$ cat src/rtl/video_pkg.sv
// Shared definitions for the rasterizer command path: MMIO register map of the
// Video block, descriptor geometry and the sequencer state encoding.
package video_pkg;

    // Rasterizer MMIO register addresses (word addresses on the Video bus)
    localparam int unsigned V_BLANK    = 0;
    localparam int unsigned START      = 1;
    localparam int unsigned BUSY       = 2;
    localparam int unsigned X_MIN      = 3;
    localparam int unsigned X_MAX      = 4;
    localparam int unsigned Y_MIN      = 5;
    localparam int unsigned Y_MAX      = 6;
    localparam int unsigned RECIPROCAL = 7;
    localparam int unsigned IW_0       = 8;
    localparam int unsigned IW_1       = 9;
    localparam int unsigned IW_2       = 10;
    localparam int unsigned DC_0       = 11;
    localparam int unsigned DC_1       = 12;
    localparam int unsigned DC_2       = 13;
    localparam int unsigned DR_0       = 14;
    localparam int unsigned DR_1       = 15;
    localparam int unsigned DR_2       = 16;

    // A triangle descriptor covers X_MIN..DR_2 one word per register
    localparam int unsigned DESC_WORDS = 14;
    localparam int unsigned IDX_BITS   = 4;

    typedef enum logic [2:0] {
        ST_IDLE,
        ST_LOAD,
        ST_BLANK,
        ST_WRITE,
        ST_START,
        ST_POLL,
        ST_DONE
    } seq_state_e;

endpackage

$ cat src/rtl/raster_bus_master.sv
// Single-access master for the Video bus: turns a one-cycle request into a
// one-cycle strobe, holds address/data/direction until the slave answers, and
// reissues the strobe whenever the slave asks for a retry.
module raster_bus_master #(
    parameter int unsigned ADDR_BITS      = 11,
    parameter int unsigned WORD_BITS      = 32,
    parameter int unsigned BYTES_PER_WORD = 4
) (
    input  logic                      clock,
    input  logic                      reset,
    input  logic                      req_i,
    input  logic [ADDR_BITS-1:0]      addr_i,
    input  logic [WORD_BITS-1:0]      wdata_i,
    input  logic                      write_i,
    output logic                      done_o,
    output logic [WORD_BITS-1:0]      rdata_o,
    output logic [ADDR_BITS-1:0]      busAddr_o,
    output logic [WORD_BITS-1:0]      busOut_o,
    input  logic [WORD_BITS-1:0]      busIn_i,
    output logic [BYTES_PER_WORD-1:0] busSelect_o,
    output logic                      busWrite_o,
    output logic                      busStrobe_o,
    input  logic                      busAck_i,
    input  logic                      busRetry_i
);

    logic                 pending_q;
    logic                 strobe_q;
    logic                 write_q;
    logic [ADDR_BITS-1:0] addr_q;
    logic [WORD_BITS-1:0] out_q;

    // An answer is only meaningful after the strobe cycle; ack wins over retry
    assign done_o      = pending_q && !strobe_q && busAck_i;
    assign rdata_o     = busIn_i;
    assign busSelect_o = '1;
    assign busAddr_o   = addr_q;
    assign busOut_o    = out_q;
    assign busWrite_o  = write_q;
    assign busStrobe_o = strobe_q;

    // Access sequencing: launch, drop strobe after one cycle, wait for ack or retry
    always_ff @(posedge clock or posedge reset) begin
        if (reset) begin
            pending_q <= 1'b0;
            strobe_q  <= 1'b0;
            write_q   <= 1'b0;
            addr_q    <= '0;
            out_q     <= '0;
        end else if (req_i) begin
            addr_q    <= addr_i;
            out_q     <= wdata_i;
            write_q   <= write_i;
            strobe_q  <= 1'b1;
            pending_q <= 1'b1;
        end else if (strobe_q) begin
            strobe_q  <= 1'b0;
        end else if (done_o) begin
            pending_q <= 1'b0;
        end else if (pending_q && busRetry_i) begin
            strobe_q  <= 1'b1;
        end
    end

endmodule

$ cat src/rtl/raster_sequencer.sv
// Feeds triangle descriptors from the command stream into the rasterizer:
// buffers 14 words, optionally waits for vertical blank, writes the register
// block, kicks START and polls BUSY until the triangle is finished.
module raster_sequencer
    import video_pkg::*;
#(
    parameter  int unsigned ADDR_BITS      = 11,
    parameter  int unsigned BYTE_BITS      = 8,
    parameter  int unsigned BYTES_PER_WORD = 4,
    parameter  int unsigned FIRST_REG      = 3,
    localparam int unsigned WORD_BITS      = BYTE_BITS * BYTES_PER_WORD
) (
    input  logic                      clock,
    input  logic                      reset,
    input  logic [WORD_BITS-1:0]      cmd_data,
    input  logic                      cmd_valid,
    output logic                      cmd_ready,
    input  logic                      wait_blank,
    output logic [ADDR_BITS-1:0]      addr,
    output logic [WORD_BITS-1:0]      out,
    input  logic [WORD_BITS-1:0]      in,
    output logic [BYTES_PER_WORD-1:0] select,
    output logic                      write,
    output logic                      strobe,
    input  logic                      ack,
    input  logic                      retry,
    output logic                      busy,
    output logic [15:0]               done_count
);

    seq_state_e           state_q;
    logic [IDX_BITS-1:0]  idx_q;
    logic                 cmdReady_q;
    logic                 busy_q;
    logic [15:0]          doneCount_q;
    logic [WORD_BITS-1:0] desc_q [DESC_WORDS];

    logic                 accept;
    logic                 lastWord;
    logic [IDX_BITS-1:0]  idxNext;
    logic                 accDone;
    logic [WORD_BITS-1:0] accRdata;
    logic                 flagSet;
    logic                 issueReq;
    logic                 issueWrite;
    logic [ADDR_BITS-1:0] issueAddr;
    logic [WORD_BITS-1:0] issueWdata;

    assign accept     = cmd_valid && cmdReady_q;
    assign lastWord   = (idx_q == IDX_BITS'(DESC_WORDS - 1));
    assign idxNext    = idx_q + IDX_BITS'(1);
    assign flagSet    = (accRdata & WORD_BITS'(1)) != '0;
    assign cmd_ready  = cmdReady_q;
    assign busy       = busy_q;
    assign done_count = doneCount_q;

    raster_bus_master #(
        .ADDR_BITS      (ADDR_BITS),
        .WORD_BITS      (WORD_BITS),
        .BYTES_PER_WORD (BYTES_PER_WORD)
    ) u_bus (
        .clock       (clock),
        .reset       (reset),
        .req_i       (issueReq),
        .addr_i      (issueAddr),
        .wdata_i     (issueWdata),
        .write_i     (issueWrite),
        .done_o      (accDone),
        .rdata_o     (accRdata),
        .busAddr_o   (addr),
        .busOut_o    (out),
        .busIn_i     (in),
        .busSelect_o (select),
        .busWrite_o  (write),
        .busStrobe_o (strobe),
        .busAck_i    (ack),
        .busRetry_i  (retry)
    );

    // Next bus access, launched on the same edge the previous one completes
    always_comb begin
        issueReq   = 1'b0;
        issueWrite = 1'b0;
        issueAddr  = '0;
        issueWdata = '0;
        case (state_q)
            ST_LOAD: begin
                if (accept && lastWord) begin
                    issueReq = 1'b1;
                    if (wait_blank) begin
                        issueAddr = ADDR_BITS'(V_BLANK);
                    end else begin
                        issueWrite = 1'b1;
                        issueAddr  = ADDR_BITS'(FIRST_REG);
                        issueWdata = desc_q[0];
                    end
                end
            end
            ST_BLANK: begin
                if (accDone) begin
                    issueReq = 1'b1;
                    if (flagSet) begin
                        issueWrite = 1'b1;
                        issueAddr  = ADDR_BITS'(FIRST_REG);
                        issueWdata = desc_q[0];
                    end else begin
                        issueAddr = ADDR_BITS'(V_BLANK);
                    end
                end
            end
            ST_WRITE: begin
                if (accDone) begin
                    issueReq   = 1'b1;
                    issueWrite = 1'b1;
                    if (lastWord) begin
                        issueAddr  = ADDR_BITS'(START);
                        issueWdata = WORD_BITS'(1);
                    end else begin
                        issueAddr  = ADDR_BITS'(FIRST_REG) + ADDR_BITS'(idxNext);
                        issueWdata = desc_q[idxNext];
                    end
                end
            end
            ST_START: begin
                if (accDone) begin
                    issueReq  = 1'b1;
                    issueAddr = ADDR_BITS'(BUSY);
                end
            end
            ST_POLL: begin
                if (accDone && flagSet) begin
                    issueReq  = 1'b1;
                    issueAddr = ADDR_BITS'(BUSY);
                end
            end
            default: begin
                issueReq = 1'b0;
            end
        endcase
    end

    // Descriptor buffer: captures each accepted command word at the current index
    always_ff @(posedge clock) begin
        if (accept) begin
            desc_q[idx_q] <= cmd_data;
        end
    end

    // Sequencer FSM with registered handshake, busy and completion counter
    always_ff @(posedge clock or posedge reset) begin
        if (reset) begin
            state_q     <= ST_IDLE;
            idx_q       <= '0;
            cmdReady_q  <= 1'b0;
            busy_q      <= 1'b0;
            doneCount_q <= '0;
        end else begin
            case (state_q)
                ST_IDLE: begin
                    state_q    <= ST_LOAD;
                    cmdReady_q <= 1'b1;
                end
                ST_LOAD: begin
                    if (accept) begin
                        if (lastWord) begin
                            idx_q      <= '0;
                            cmdReady_q <= 1'b0;
                            busy_q     <= 1'b1;
                            state_q    <= wait_blank ? ST_BLANK : ST_WRITE;
                        end else begin
                            idx_q <= idxNext;
                        end
                    end
                end
                ST_BLANK: begin
                    if (accDone && flagSet) begin
                        state_q <= ST_WRITE;
                    end
                end
                ST_WRITE: begin
                    if (accDone) begin
                        if (lastWord) begin
                            idx_q   <= '0;
                            state_q <= ST_START;
                        end else begin
                            idx_q <= idxNext;
                        end
                    end
                end
                ST_START: begin
                    if (accDone) begin
                        state_q <= ST_POLL;
                    end
                end
                ST_POLL: begin
                    if (accDone && !flagSet) begin
                        state_q <= ST_DONE;
                    end
                end
                ST_DONE: begin
                    doneCount_q <= doneCount_q + 16'd1;
                    cmdReady_q  <= 1'b1;
                    busy_q      <= 1'b0;
                    state_q     <= ST_LOAD;
                end
                default: begin
                    state_q <= ST_IDLE;
                end
            endcase
        end
    end

endmodule

$ cat config.mk
export PLATFORM = sky130hd
export DESIGN_NAME = raster_sequencer
export DESIGN_NICKNAME = d
export VERILOG_FILES = /design/src/rtl/video_pkg.sv /design/src/rtl/raster_bus_master.sv /design/src/rtl/raster_sequencer.sv
export SDC_FILE = /design/constraint.sdc
export NUM_CORES = 1
export LEC_CHECK = 0
export ABC_AREA = 0
export CORE_MARGIN = 2
export CORE_UTILIZATION = 59
export DETAILED_ROUTE_END_ITERATION = 16
export PLACE_DENSITY_LB_ADDON = 0.12
export SETUP_SLACK_MARGIN = 0.4
export SKIP_LAST_GASP = 1
export SLEW_MARGIN = 15
export SYNTH_ARGS = -nofsm -noshare
export SYNTH_HDL_FRONTEND = slang
export SYNTH_SLANG_ARGS = --single-unit
$ cat constraint.sdc
create_clock -name clock -period 4.4 [get_ports clock]
set_input_delay 0.88 -clock clock [delete_from_list [all_inputs] [get_ports clock]]
set_output_delay 0.88 -clock clock [all_outputs]
set_load 0.01 [all_outputs]
==> results by group <==
Run status
  – Status: complete, no violations

Clock tree
  – Worst-skew pair later-pin latency: between 0.5 and 0.6 ns
  – TritonCTS sink count: 513
  – CTS resizes: 0
  – TritonCTS clock tree: built
  – Post-CTS setup buffer count: 0
  – Clock transition at path regs: approximately 0.060 ns
  – Root Buffer: clkbuf_16
  – Largest buffer count on any clock path: 3
  – Num CTS Buffers: 50
  – Post-CTS Hold Buffers: 0
  – Max H-tree Level: 2

Floorplanning
  – Initial Utilization: 0.600
  – Core ar.: about 34000 µm²
  – Die H: 189 µm
  – Boundary Pins: 137
  – FP Rows: 67
  – DIE WIDTH: around 190 µm
  – Die Area: approximately 36000 µm²

Timing
  – Finish-stage setup viols: 0
  – Slew margin rel.: 0.368
  – Setup TNS: 0 ns
  – Final min period: ~3 ns
  – Fmax: 0.327 GHz
  – Final clock skew: 0.0154 ns
  – Slew @ Worst Pin: between 0.9 and 1 ns
  – Fin. Hold Viols: 0
  – Final WS setup: approximately 1.3 ns
  – Final slew viol count: 0
  – Period Utilization, post-route: 0.696
  – RSZ-0062 raised after global routing: false

Placement
  – GP Congestion: slightly below 0.8
  – DP Cell Count: 1522
  – Pre-CTS WS: roughly 1.1 ns
  – Post-DP HPWL: approximately 23 mm
  – Port Buffers: 95

Setup path
  – Max Fanout on Critical Path: 33
  – Crit path required time: roughly 4.9 ns
  – Setup CP Type: register to register
  – CP delay by family, top: buffers and inverters
  – Worst Path Arrival: roughly 3.6 ns
  – CP startpoint kind: register
  – Buffers & Inverters on Critical Path: 2
  – Critical-path cell list: buf_4 -> ha_1 -> xnor2_1 -> nand4_1 -> buf_12 -> o22ai_1 -> a221o_1
  – Critical-path top delay cell: nand4_1
  – Element type at the critical path end: register
  – Worst path max stage delay: around 0.64 ns

GRT
  – Total GRT Usage: 0.244
  – Grt ovf: 0
  – Largest net degree at the start of global routing: 39
  – Initial antenna violation count: 2
  – Vias in the first global route: ~10000
  – First-pass GRT wire length: 63.9 mm

Drt
  – Post-route ant nets: 0
  – Vias/cell: between 6 and 7
  – Vias: approximately 10000
  – DRC Markers: 0
  – Wire per inst: ~26 µm
  – WL final: ~42 mm
  – DR pass1 iterations: 5
  – DRT iter0 DRCs: 970

Pwr
  – Flop pwr share: 0.419
  – Int Pwr: 9.74 mW
  – Switch Pwr: roughly 3.8 mW
  – Clock network power share: 0.300
  – Leakage: between 8 and 9 nW
  – Sw frac: 0.280
  – Cell Pwr Density: 578 nW/µm²
  – Worst VDD drop: ~0.0004 V
  – Gate power share: 0.281

Run
  – Max-Cap Viols: 0

Layout
  – Layout cell share with drive strength beyond 1: 0.231
  – Commonest non-fill, non-tap cell in the layout: edfxtp_1
  – Nets: about 1200
  – Most frequent cells in the layout: 448 x edfxtp_1, 96 x mux4_2, 95 x clkdlybuf4s50_1
  – Area delta synth->final: 16.0%
  – Core Util, Final: 0.696
  – Fin cells: between 1500 and 2000

Hold path
  – Worst hold path type: register to register

Yosys
  – Mean Syn Cell Area: 20.3 µm²
  – Seq/Total Area, Yosys: 0.748
  – Yosys warns: 0
  – Top_reg_cell synth: edfxtp_1
  – Yosys cell types: between 50 and 60
  – Post-synth EDFFs: around 450
  – Post-synth ARST share: 0.127
  – Cell Area, Synth: 20200 µm²
  – Post-synthesis cell count: approximately 1000
  – FF+latch count, synth: 513
==> synth_stat cells, drive strengths merged (2+ instances only) <==
cell type,number,area share
o2bb2ai,5,0.0022
clkbuf,10,0.0019
nor2,26,0.0052
nand4,7,0.0022
mux4,96,0.11
conb,2,0.00037
mux2,35,0.020
a211o,5,0.0022
nand2,29,0.0054
mux2i,59,0.029
xor2,5,0.0031
buf,52,0.017
inv,6,0.0011
a21oi,12,0.0030
o22ai,27,0.0084
a31oi,2,0.00062
o21ai,11,0.0027
dfrtp,65,0.081
ha,6,0.0037
nand3,8,0.0020
a221o,27,0.013
nand2b,4,0.0012
nand3b,2,0.00074
xnor2,15,0.0065
and4,2,0.00087
nor3,6,0.0020
and3,3,0.00099
a22o,4,0.0017
edfxtp,448,0.67
nor3b,2,0.00074
==> power by group through the flow <==
stage / Combinational, mW / Sequential [mW] / Clock (mW)
2_1_floorplan: 2.85 / 5.73 / 0
3_3_place_gp: 3.80 / 5.75 / 0
3_5_place_dp: 3.83 / 5.76 / 0
4_1_cts: 3.85 / 5.66 / 4.13
5_1_grt: 4.08 / 5.68 / 4.32
6_report: 3.80 / 5.66 / 4.06
==> per-stage QoR <==
| step | hold WS, ns | total power, mW | instance area (µm²) |
|---|---|---|---|
| after floorplan | 0.456 | 8.58 | 20200 |
| after detailed placement | 0.471 | 9.58 | 21800 |
| after global placement | 0.461 | 9.55 | 21800 |
| after global routing | 0.509 | 14.1 | 23400 |
| final | 0.480 | 13.5 | 23400 |
| after CTS | 0.483 | 13.6 | 23400 |
==> routing by layer <==
metal,share of wire,vias to the layer above,track usage
met5,0.00031,-,0
met4,0.016,2,0.0574
met3,0.070,53,0.0467
met2,0.48,399,0.381
met1,0.43,5315,0.363
li1,-,4344,-
==> sequential cells by signal, summed over array words and instances, names as in the netlist <==
signal and cells:
desc_q 448, u_bus.busOut_o 32, done_count 16, u_bus.busAddr_o 5
idx_q 4, state_q 3, busy 1, cmd_ready 1
u_bus.busStrobe_o 1, u_bus.busWrite_o 1, u_bus.pending_q 1
==> cell type report <==
cell class,instances,area [µm²]
inverter,6,23.8
clock buffer,63,1360
antenna,1,2.50
tap,448,561
multi-input combinational,422,4810
timing repair buffer,133,1320
clock inverter,30,213
fill,2125,10200
sequential,513,15100
==> final timing paths <==
| kind | start | end | depth (start not counted) | slack [ns] |
|---|---|---|---|---|
| setup / recovery | idx_q[0] | u_bus.busOut_o[11] | 7 | 1.34 |
| hold / removal | done_count[15] | done_count[15] | 1 | 0.48 |
| setup reg to reg | idx_q[0] | u_bus.busOut_o[11] | 7 | 1.34 |
| hold reg to reg | done_count[15] | done_count[15] | 1 | 0.48 |
| max in group asynchronous | reset | idx_q[0] | 3 | 2.96 |
| min in group asynchronous | reset | u_bus.busOut_o[18] | 2 | 0.56 |
==> cell families after synthesis <==
family | after synthesis | share of synthesized area
other | 2 | 0.000373
flip-flops | 513 | 0.748
adder cells (fa/ha/maj) | 6 | 0.00372
multiplexers | 190 | 0.156
XOR/XNOR | 20 | 0.00962
AO/OA/AOI/OAI | 99 | 0.0367
buffers and inverters | 68 | 0.0203
AND/OR/NAND/NOR | 97 | 0.0249
Power figures use the tool's default switching activity.
